--- src/rtl/mips_mem_pkg.sv ---
// Shared definitions for the M-stage data memory controller.
//   SIZE_B/SIZE_H/SIZE_W : memsizeM encodings (2'b11 is reserved and behaves as a word)
//   dmem_state_t         : controller FSM states
//   DEF_TIMEOUT_CYCLES   : default REQ-cycle limit before an access is aborted
package mips_mem_pkg;
  localparam logic [1:0] SIZE_B = 2'b00;
  localparam logic [1:0] SIZE_H = 2'b01;
  localparam logic [1:0] SIZE_W = 2'b10;

  localparam int DEF_TIMEOUT_CYCLES = 255;

  typedef enum logic [1:0] {
    ST_IDLE = 2'd0,
    ST_REQ  = 2'd1,
    ST_DONE = 2'd2
  } dmem_state_t;
endpackage

--- src/rtl/dmem_ctrl_load_ext.sv ---
// load_ext: picks the addressed byte/half out of a bus word and extends it.
//   word   in  32  raw bus read word
//   lane   in  2   byte address offset; lane[1] selects the half
//   size   in  2   access size (reserved encoding returns the full word)
//   sgn    in  1   1 = sign-extend, 0 = zero-extend
//   result out 32  extended load value
module load_ext
  import mips_mem_pkg::*;
(
  input  logic [31:0] word,
  input  logic [1:0]  lane,
  input  logic [1:0]  size,
  input  logic        sgn,
  output logic [31:0] result
);
  logic [7:0]  byteSel;
  logic [15:0] halfSel;

  always_comb begin
    case (lane)
      2'd0:    byteSel = word[7:0];
      2'd1:    byteSel = word[15:8];
      2'd2:    byteSel = word[23:16];
      default: byteSel = word[31:24];
    endcase
    halfSel = lane[1] ? word[31:16] : word[15:0];
    case (size)
      SIZE_B:  result = {{24{sgn & byteSel[7]}}, byteSel};
      SIZE_H:  result = {{16{sgn & halfSel[15]}}, halfSel};
      default: result = word;
    endcase
  end
endmodule

--- src/rtl/dmem_ctrl.sv ---
// dmem_ctrl: M-stage data access controller. Runs one req/ack bus transaction
// per aligned load/store, stalling the pipeline until it completes, and returns
// extended load data in readdataM.
//   clk, rst                      clock, synchronous active-high reset
//   memreadM/memwriteM/memsizeM/memsignedM/aluoutM/writedataM   M-stage access
//   readdataM                     registered extended load data
//   stallM, misalignM, buserrM    hazard-unit stall and one-cycle status flags
//   bus_req/we/addr/be/wdata      registered bus request, held through REQ
//   bus_ack/bus_rdata             one-cycle completion strobe and read word
// Optional feature macro: DMEM_TIMEOUT_EN -- aborts REQ after TIMEOUT_CYCLES
// cycles without ack and flags buserrM; without it REQ waits forever.
module dmem_ctrl
  import mips_mem_pkg::*;
#(
  parameter int TIMEOUT_CYCLES = DEF_TIMEOUT_CYCLES
) (
  input  logic        clk,
  input  logic        rst,
  input  logic        memreadM,
  input  logic        memwriteM,
  input  logic [1:0]  memsizeM,
  input  logic        memsignedM,
  input  logic [31:0] aluoutM,
  input  logic [31:0] writedataM,
  output logic [31:0] readdataM,
  output logic        stallM,
  output logic        misalignM,
  output logic        buserrM,
  output logic        bus_req,
  output logic        bus_we,
  output logic [31:0] bus_addr,
  output logic [3:0]  bus_be,
  output logic [31:0] bus_wdata,
  input  logic        bus_ack,
  input  logic [31:0] bus_rdata
);
  if (TIMEOUT_CYCLES < 1) begin : gBadTimeout
    $error("dmem_ctrl: TIMEOUT_CYCLES must be at least 1");
  end

  dmem_state_t state, stateNext;

  logic        access, aligned, start, timeout;
  logic [3:0]  beNext;
  logic [31:0] wdNext, loadData;
  logic [1:0]  laneQ, sizeQ;
  logic        sgnQ;

  assign access = memreadM | memwriteM;

  always_comb begin
    case (memsizeM)
      SIZE_B:  aligned = 1'b1;
      SIZE_H:  aligned = ~aluoutM[0];
      default: aligned = (aluoutM[1:0] == 2'b00);
    endcase
  end

  assign start = (state == ST_IDLE) && access && aligned;

  // Lane placement of the store: sub-word data is replicated so the
  // byte enables alone decide which lanes memory writes.
  always_comb begin
    case (memsizeM)
      SIZE_B: begin
        beNext = 4'b0001 << aluoutM[1:0];
        wdNext = {4{writedataM[7:0]}};
      end
      SIZE_H: begin
        beNext = aluoutM[1] ? 4'b1100 : 4'b0011;
        wdNext = {2{writedataM[15:0]}};
      end
      default: begin
        beNext = 4'b1111;
        wdNext = writedataM;
      end
    endcase
  end

  always_comb begin
    stateNext = state;
    stallM    = 1'b0;
    misalignM = 1'b0;
    bus_req   = 1'b0;
    case (state)
      ST_IDLE: begin
        if (access) begin
          if (aligned) begin
            stateNext = ST_REQ;
            stallM    = 1'b1;
          end else begin
            misalignM = 1'b1;
          end
        end
      end
      ST_REQ: begin
        bus_req = 1'b1;
        stallM  = 1'b1;
        if (bus_ack || timeout) stateNext = ST_DONE;
      end
      // DONE lets the pipeline advance; the inputs still describe the
      // finished instruction, so no new access may start here.
      default: stateNext = ST_IDLE;
    endcase
  end

  load_ext uLoadExt (
    .word   (bus_rdata),
    .lane   (laneQ),
    .size   (sizeQ),
    .sgn    (sgnQ),
    .result (loadData)
  );

  always_ff @(posedge clk) begin
    if (rst) begin
      state     <= ST_IDLE;
      bus_we    <= 1'b0;
      bus_addr  <= 32'h0;
      bus_be    <= 4'h0;
      bus_wdata <= 32'h0;
      laneQ     <= 2'd0;
      sizeQ     <= 2'd0;
      sgnQ      <= 1'b0;
      readdataM <= 32'h0;
    end else begin
      state <= stateNext;
      if (start) begin
        bus_we    <= memwriteM;
        bus_addr  <= {aluoutM[31:2], 2'b00};
        bus_be    <= beNext;
        bus_wdata <= wdNext;
        laneQ     <= aluoutM[1:0];
        sizeQ     <= memsizeM;
        sgnQ      <= memsignedM;
      end
      if (state == ST_REQ && bus_ack && !bus_we) readdataM <= loadData;
    end
  end

`ifdef DMEM_TIMEOUT_EN
  localparam int CW = ($clog2(TIMEOUT_CYCLES + 1) > 8) ? $clog2(TIMEOUT_CYCLES + 1) : 8;

  logic [CW-1:0] toCnt;
  logic          errQ;

  // toCnt counts ack-less REQ cycles already spent; the cycle that would make
  // it reach TIMEOUT_CYCLES aborts. A same-cycle ack suppresses the abort.
  assign timeout = (state == ST_REQ) && !bus_ack && (toCnt == CW'(TIMEOUT_CYCLES - 1));
  assign buserrM = (state == ST_DONE) && errQ;

  always_ff @(posedge clk) begin
    if (rst) begin
      toCnt <= '0;
      errQ  <= 1'b0;
    end else begin
      if (start)
        toCnt <= '0;
      else if (state == ST_REQ && !bus_ack)
        toCnt <= toCnt + 1'b1;
      if (state == ST_REQ) errQ <= timeout;
    end
  end
`else
  assign timeout = 1'b0;
  assign buserrM = 1'b0;
`endif
endmodule

--- config.mk ---
export PLATFORM = sky130hd
export DESIGN_NAME = dmem_ctrl
export DESIGN_NICKNAME = d
export VERILOG_FILES = /design/src/rtl/mips_mem_pkg.sv /design/src/rtl/dmem_ctrl_load_ext.sv /design/src/rtl/dmem_ctrl.sv
export SDC_FILE = /design/constraint.sdc
export NUM_CORES = 1
export LEC_CHECK = 0
export ABC_CLOCK_PERIOD_IN_PS = 8100
export BUFFER_PORTS_ARGS = -buffer_cell sky130_fd_sc_hd__buf_2
export CORE_ASPECT_RATIO = 1.1
export CORE_MARGIN = 2
export CORE_UTILIZATION = 47
export DETAILED_ROUTE_END_ITERATION = 10
export HOLD_SLACK_MARGIN = 0.12
export PLACE_DENSITY = 0.89
export SKIP_LAST_GASP = 1
export SLEW_MARGIN = 15
export SYNTH_ARGS = -nofsm -noshare
export SYNTH_HDL_FRONTEND = slang
export SYNTH_SLANG_ARGS = --single-unit
--- constraint.sdc ---
create_clock -name clk -period 8.1 [get_ports clk]
set_clock_uncertainty 0.2 [all_clocks]
set_input_delay 2.43 -clock clk [delete_from_list [all_inputs] [get_ports clk]]
set_output_delay 2.43 -clock clk [all_outputs]
set_load 0.02 [all_outputs]
# Yosys cells after proc, flatten, opt, wreduce, memory -nomap -nowiden
# Cells that the tools add are included.
# W data, S select, Z words.
# totals
ff_bits	106
in_bits	104
wordCells	51
# classes
n_eq_ne	8
shifts	1
mux	18
bitwise	4
n_reduce_logical	11
# ops
cell	n
$pmux W32 S2	2
$pmux W8 S3	1
$mux W16	1
$logic_not A2 Y1	5
$eq A2 B1 Y1 const B	4
$pmux W4 S2	1
$mux W1	6
$mux W2	3
$ne A2 B2 Y1 const B	3
$logic_and A1 B1 Y1	4
$mux W4	1
$pmux W1 S2	2
$pmux W2 S2	1
$shl A1 B2 Y4 const A	1
$reduce_and A3 Y1	1
$and A1 B1 Y1	2
$eq A2 B2 Y1 const B	1
$logic_not A1 Y1	1
$not A1 Y1	1
$or A1 B1 Y1	1

# Logic depth before layout (Yosys ltp)
# Gate-level depths: netlist of run 1.
# logic_depth
depth_word	5
mapped_depth	7

# Modules after synthesis
# Synthesis of run 1 repeated with hierarchy kept, for this count alone.
# hier_totals
cells_unflattened	628
hier_area_um2	5521.5
# by_module_without_submodules
mod	instances	cells_each	area_each_um2	seq_area_each_um2
dmem_ctrl	1	513	4645.7	2122.0
load_ext	1	115	875.8	0.0

# Least setup slack after synthesis of run 1
# Ideal clock, no wire load.
# synth_path
path_type	input to output
startpoint	input port memsizeM[0]
endpoint	output port misalignM
t_arrival_ns	3.728
required_ns	5.470
slack_ns	1.742
stages	4
n_path_buf	2
cell_sequence	clkbuf_1 -> buf_1 -> a21oi_1 -> nor3_1
# synth_via
elab_chain_len	5
word_cells_on_any_way	6
classes_between	eq/ne (1); mux (4); reduce/logical (1)
# synth_lines
element	line	source
start, declared	dmem_ctrl.sv:21	input logic [1:0] memsizeM,
$eq A2 B1 Y1 or $logic_not A2 Y1 (tied branches)	dmem_ctrl.sv:52	case (memsizeM)
$pmux W1 S2 *	dmem_ctrl.sv:52	
$mux W1 *	dmem_ctrl.sv:88	if (aligned) begin
$mux W1 *	dmem_ctrl.sv:87	if (access) begin
$mux W1 *	dmem_ctrl.sv:85	case (state)
end, declared	dmem_ctrl.sv:27	output logic misalignM,
# Mark *: on every way between the ends. The rest lies on a longest branch, timed or not.

# Final worst setup path of run 1
# layout_path
startpoint	input port memsizeM[1]
endpoint	output port stallM
# layout_via
elab_chain_len	5
word_cells_on_any_way	6
classes_between	eq/ne (1); mux (4); reduce/logical (1)
# layout_lines
element	line	source
$eq A2 B1 Y1 or $logic_not A2 Y1 (tied branches)	dmem_ctrl.sv:52	
$pmux W1 S2 *	dmem_ctrl.sv:52	
$mux W1 *	dmem_ctrl.sv:88	
$mux W1 *	dmem_ctrl.sv:87	
$pmux W1 S2 *	dmem_ctrl.sv:85	
end, declared	dmem_ctrl.sv:26	output logic stallM,
# Marks and branches as above.

==> results of run 1 <==
cells in the mapped netlist:
| library cell | number | area share (%) |
|---|---|---|
| buf_4 | 3 | 0.48 |
| conb_1 | 1 | 0.080 |
| nor4bb_1 | 1 | 0.21 |
| buf_2 | 5 | 0.53 |
| mux2i_1 | 23 | 4.9 |
| clkbuf_1 | 47 | 3.7 |
| nand3b_1 | 7 | 1.1 |
| a2111o_1 | 1 | 0.24 |
| o21ai_0 | 12 | 1.3 |
| inv_1 | 3 | 0.24 |
| and3b_1 | 1 | 0.19 |
| a21oi_1 | 79 | 8.4 |
| mux4_2 | 1 | 0.48 |
| or3_1 | 7 | 0.93 |
| nor2_1 | 48 | 3.8 |
| a22o_1 | 8 | 1.5 |
| nor3_1 | 7 | 0.74 |
| buf_1 | 2 | 0.16 |
| a211oi_1 | 35 | 5.6 |
| nor2b_1 | 7 | 0.93 |
| o22ai_1 | 1 | 0.13 |
| o21bai_1 | 2 | 0.32 |
| o31ai_1 | 6 | 0.96 |
| a32o_1 | 1 | 0.21 |
| nand2_1 | 120 | 9.6 |
| dfxtp_1 | 106 | 45 |
| o21a_1 | 1 | 0.16 |
| o211ai_1 | 8 | 1.3 |
| mux2_2 | 1 | 0.24 |
| a311oi_1 | 16 | 3.0 |
| o21ai_1 | 1 | 0.11 |
| nand2b_1 | 5 | 0.66 |
| clkinv_1 | 1 | 0.080 |
| nor3b_2 | 1 | 0.27 |
| a2111oi_4 | 1 | 0.59 |
| a2111oi_0 | 1 | 0.19 |
| or2_2 | 1 | 0.13 |
| a221oi_1 | 8 | 1.5 |
power groups by stage:
| stage | clock network [mW] | registers, mW | logic (mW) |
|---|---|---|---|
| 6_report | 0.334 | 0.582 | 0.265 |
| 2_1_floorplan | 0 | 0.632 | 0.131 |
| 5_1_grt | 0.363 | 0.586 | 0.291 |
| 4_1_cts | 0.346 | 0.581 | 0.265 |
| 3_5_place_dp | 0 | 0.593 | 0.264 |
| 3_3_place_gp | 0 | 0.591 | 0.262 |
layer usage:
metal	up-vias	share of wire, %	track usage (%)
met5	-	0	0
met1	2142	42	31.9
li1	2373	-	-
met2	229	47	37.5
met4	0	2.3	9.30
met3	24	8.7	5.71
state kept, by name, summed over array words and instances, names as in the netlist:
register / count
readdataM: 32
sizeQ: 2
state: 2
laneQ: 2
bus_we: 1
bus_addr: 30
sgnQ: 1
bus_be: 4
bus_wdata: 32
how the worst max path moves through the flow:
stage / startpoint / end / slack, ns / cells after the start
after floorplan: memsizeM[0] / misalignM / 1.74 / 4
after global placement: memsizeM[1] / stallM / 1.72 / 6
after detailed placement: memsizeM[1] / stallM / 1.71 / 6
after CTS: memsizeM[1] / stallM / 1.70 / 6
after global routing: memsizeM[1] / stallM / 1.60 / 6
final: memsizeM[1] / stallM / 1.69 / 6
worst max-delay path: stages:
cell and delay [ns]:
buf_2 0.38, o21a_1 0.27, a21oi_1 0.07, nor2b_1 0.15, or2_2 0.31, buf_2 0.17
per-stage QoR:
step | setup WS, ns | area, sq um | power (mW) | instances | hold WS (ns)
3_3_place_gp | 1.72 | 5710 | 0.853 | 854 | 0.238
5_1_grt | 1.60 | 5920 | 1.24 | 870 | 0.277
6_report | 1.69 | 5920 | 1.18 | 870 | 0.255
2_1_floorplan | 1.74 | 4710 | 0.763 | 581 | 0.237
3_5_place_dp | 1.71 | 5710 | 0.857 | 854 | 0.243
4_1_cts | 1.70 | 5920 | 1.19 | 870 | 0.257
final cells by class:
type / instances / area [sq um] / share of cell area, %
multi-input combinational: 414 / 2360 / 39.9
sequential: 106 / 2120 / 35.8
timing repair buffer: 210 / 1070 / 18.0
tap: 120 / 150 / 2.54
clock buffer: 11 / 141 / 2.39
clock inverter: 5 / 62.6 / 1.06
inverter: 4 / 15.0 / 0.254
kinds of logic after synthesis:
kind of cell | Yosys count | share of synthesized area [%]
multiplexers | 25 | 5.61
buffers and inverters | 61 | 5.24
AO/OA/AOI/OAI | 181 | 25.4
AND/OR/NAND/NOR | 205 | 18.6
flip-flops | 106 | 45.1
other | 1 | 0.0797
==> impl_metrics.py, run 1 <==
metrics = {
    "outcome": {
        "status": "complete, no violations",
    },
    "grt": {
        "grt-ovfl-total": 0,
        "grt_usage_pct": 23.9,
        "grt_pass1_wl_um": 20900,
        "antenna_found_initial": 1,
        "grt_pass1_vias": 4253,
        "grt_max_degree": 108,
    },
    "route": {
        "dr_total_vias": 4768,
        "viasPerCell": 5.48,
        "drc": 0,
        "wl_per_cell_um": 15.2,
        "drtIter0Drc": 324,
        "totalWireLength_um": 13200,
        "drtAntennaViolNets": 0,
        "dr.pass1.iters": 5,
    },
    "power": {
        "intPower_mw": 0.810,
        "comb_power_share_pct": 22.4,
        "worst_ir_drop_vdd_v": 0.0000932,
        "p_sw_mw": 0.371,
        "p_per_area_nw_per_um2": 199,
        "leakage_nw": 2.60,
        "p_clk_share_pct": 28.3,
        "p_seq_share_pct": 49.3,
        "switching_share_pct": 31.4,
    },
    "timing": {
        "tightest_slew_ns": 1.09,
        "maxSlewHeadroom_pct": 27.1,
        "finalCritPeriodShare_pct": 79.2,
        "setup_violations": 0,
        "fin_setup_tns_ns": 0,
        "rsz0062_at_grt": "false",
        "finalMaxSlewViolations": 0,
        "max_freq_ghz": 0.156,
        "finalHoldViolCount": 0,
        "period_needed_ns": 6.41,
    },
    "cells_and_area": {
        "layout-drive-gt1-share_pct": 31.1,
        "final_cell_mix": "204 x buf_2, 120 x nand2_1, 106 x dfxtp_1",
        "diodes": 0,
        "fin_nets": 849,
        "final_util_pct": 60.4,
        "final_common_cell": "buf_2",
        "areaGrowthSynthToFinish_pct": 25.8,
        "fill_cells": 897,
    },
    "setup_path": {
        "criticalPathCategory": "input pin to output pin",
        "ff2ff_setup_slack_ns": 5.60,
        "critPathCaptureType": "output pin",
        "cp_max_fo": 22,
        "rr_endpoint": "readdataM[10]",
        "reg2reg_depth": 4,
        "critPathLaunchType": "input pin",
        "arrival_ns": 3.78,
        "crit_required_ns": 5.47,
        "r2r_start": "laneQ[1]",
    },
    "die": {
        "die_area_sq_um": 10800,
        "die_w_um": 99.4,
        "initial_core_util_pct": 48.0,
        "rows": 38,
        "die_y_um": 109,
        "pin_count": 209,
        "core_area_sq_um": 9790,
    },
    "cts": {
        "post_cts.repair.setup_buffers": 0,
        "htreeDepth": 3,
        "clock_sinks": 106,
        "clk_path_buf_depth": 2,
        "clkSlewWorstSetupHoldPaths_ns": 0.09,
        "cts_resized": 0,
        "cts_buffers": 9,
        "cts_hold_buf": 0,
        "cts-root-buf": "clkbuf_8",
        "clk_latency_ns": 0.35,
        "cts_tree": "done",
    },
    "synthesis": {
        "syn_area_sq_um": 4710,
        "synth-seq-area-share_pct": 45.1,
        "synthCells": 579,
        "ys_types": 38,
        "yosys_warnings": 0,
        "synth-seq-cells": 106,
        "avgSynthCellArea_sq_um": 8.13,
    },
    "worst_hold_path": {
        "hold_path.class": "flop to flop",
        "min_to": "bus_addr[8]",
        "min_path_cells": 2,
        "worstHoldStart": "bus_addr[8]",
    },
    "place": {
        "portBuffers": 205,
        "dp_hpwl_um": 9350,
        "place.gp.congestion": 0.945,
    },
    "flow_run": {
        "drv_cap": 0,
    },
}
(Power assumes the default switching activity.)
==> inputs of run 2 (changes only) <==
Settings changed: ABC_CLOCK_PERIOD_IN_PS 8100 to 5400, CORE_UTILIZATION 47 to 43, PLACE_DENSITY 0.89 to 0.86.
Clock period 8.1 ns to 5.4 ns, I/O delays scaled along.
==> run 2 against run 1 <==
Effect of this change:
- worst setup slack worse by 0.96 ns
- sequential share of layout area is 1.1 points lower
- final area is 3.1% higher
- critical endpoint unchanged
==> impl_metrics.py, run 2 (synthesized netlist as in run 1, its figures left out) <==
metrics = {
    "die": {
        "pin_count": 209,
        "die_y_um": 114,
        "rows": 40,
        "core_area_sq_um": 10800,
        "initial_core_util_pct": 43.5,
        "die_w_um": 104,
        "die_area_sq_um": 11800,
    },
    "route": {
        "drtIter0Drc": 293,
        "totalWireLength_um": 13600,
        "wl_per_cell_um": 15.1,
        "drtAntennaViolNets": 0,
        "viasPerCell": 5.38,
        "drc": 0,
        "dr_total_vias": 4847,
        "dr.pass1.iters": 5,
    },
    "worst_hold_path": {
        "hold_path.class": "flop to flop",
        "worstHoldStart": "bus_addr[28]",
        "min_to": "bus_addr[28]",
        "min_path_cells": 2,
    },
    "timing": {
        "finalHoldViolCount": 0,
        "hold-worst-slack_ns": 0.252,
        "rsz0062_at_grt": "false",
        "finalCritPeriodShare_pct": 86.4,
        "fin_setup_tns_ns": 0,
        "setup_violations": 0,
        "max_freq_ghz": 0.214,
        "maxSlewHeadroom_pct": 35.3,
        "period_needed_ns": 4.67,
        "tightest_slew_ns": 0.967,
        "finalMaxSlewViolations": 0,
    },
    "power": {
        "worst_ir_drop_vdd_v": 0.000159,
        "p_per_area_nw_per_um2": 321,
        "leakage_nw": 2.68,
        "power_mw": 1.96,
    },
    "setup_path": {
        "reg2reg_depth": 4,
        "worstSetupStartpoint": "memsizeM[0]",
        "rr_endpoint": "readdataM[8]",
        "cp_max_fo": 24,
        "criticalPathCategory": "input pin to output pin",
        "crit_required_ns": 3.58,
        "critPathCaptureType": "output pin",
        "r2r_start": "laneQ[1]",
        "critPathLaunchType": "input pin",
        "arrival_ns": 2.85,
        "ff2ff_setup_slack_ns": 2.90,
    },
    "cells_and_area": {
        "final_util_pct": 56.5,
        "final_cell_mix": "204 x buf_2, 120 x nand2_1, 106 x dfxtp_1",
        "layout-drive-gt1-share_pct": 31.3,
        "fin_nets": 853,
        "areaGrowthSynthToFinish_pct": 29.7,
        "fill_cells": 1035,
        "top_regs": "bus_wdata (32), readdataM (32), bus_addr (30)",
        "diodes": 0,
        "final_common_cell": "buf_2",
    },
    "cts": {
        "cts_tree": "done",
        "cts_resized": 0,
        "clk_latency_ns": 0.33,
        "post_cts.repair.setup_buffers": 0,
        "clk_path_buf_depth": 2,
        "clock_sinks": 106,
        "cts-root-buf": "clkbuf_16",
        "htreeDepth": 3,
        "clkSlewWorstSetupHoldPaths_ns": 0.06,
        "cts_buffers": 9,
        "cts_hold_buf": 0,
    },
    "grt": {
        "grt-ovfl-total": 0,
        "grt_pass1_wl_um": 21500,
        "antenna_found_initial": 0,
        "grt_max_degree": 87,
        "grt_pass1_vias": 4327,
        "grt_usage_pct": 22.2,
    },
    "place": {
        "place.gp.congestion": 0.927,
        "portBuffers": 205,
        "dp_hpwl_um": 9590,
    },
    "flow_run": {
        "drv_cap": 0,
    },
    "outcome": {
        "status": "complete, no violations",
    },
}
[run 2: cell types whose count changed in the layout (fill, tap and decap cells not counted)]
cell	before	now
clkbuf_16	0	9
clkbuf_8	10	4
buf_4	6	9
clkinvlp_4	2	0
buf_6	0	1
clkbuf_1	1	2
clkinv_4	1	0
inv_6	1	0
nor2b_1	6	7
nor2b_2	1	0
o21ai_1	1	0
o21ai_2	0	1
[run 2: layer usage]
| metal | vias to the layer above | track usage [%] | part of all wire [%] |
|---|---|---|---|
| met1 | 2210 | 28.7 | 42 |
| met4 | 0 | 10.0 | 2.6 |
| met5 | - | 0 | 0 |
| met3 | 30 | 3.49 | 7.0 |
| met2 | 224 | 36.9 | 49 |
| li1 | 2383 | - | - |
[run 2: worst max path at each step]
stage / endpoint / slack [ns] / cells past startpoint
2_1_floorplan: misalignM / 0.66 / 4
3_3_place_gp: stallM / 0.80 / 5
3_5_place_dp: stallM / 0.78 / 5
4_1_cts: stallM / 0.76 / 5
5_1_grt: stallM / 0.66 / 5
6_report: stallM / 0.73 / 5
[run 2: metrics by stage]
step / area [sq um] / instances / worst slack [ns]
after detailed placement: 5770 / 884 / 0.776
after CTS: 6090 / 900 / 0.763
final: 6100 / 901 / 0.732
after floorplan: 4710 / 581 / 0.662
after global placement: 5770 / 884 / 0.795
after global routing: 6100 / 901 / 0.656
[run 2: power by group]
group          total (mW)  internal [mW]  switching, mW  leakage (nW)
Sequential          0.873          0.839         0.0338         0.868
Combinational       0.403          0.148          0.254          1.66
Clock               0.683          0.411          0.272         0.156
[run 2: final cells by class]
class                   count  area (sq um)  area share, %
flip-flops and latches    106          2120           34.8
repair buffers            214          1100           18.0
well taps                 147           184           3.01
clock buffers              15           288           4.72
inverters                   4          15.0          0.246
clock inverters             1          30.0          0.492
multi-input cells         414          2360           38.7
[run 2: worst max-delay path: stages]
cell	delay, ns
buf_2	0.39
a21oi_1	0.21
nor2b_1	0.18
or2_2	0.28
buf_2	0.16
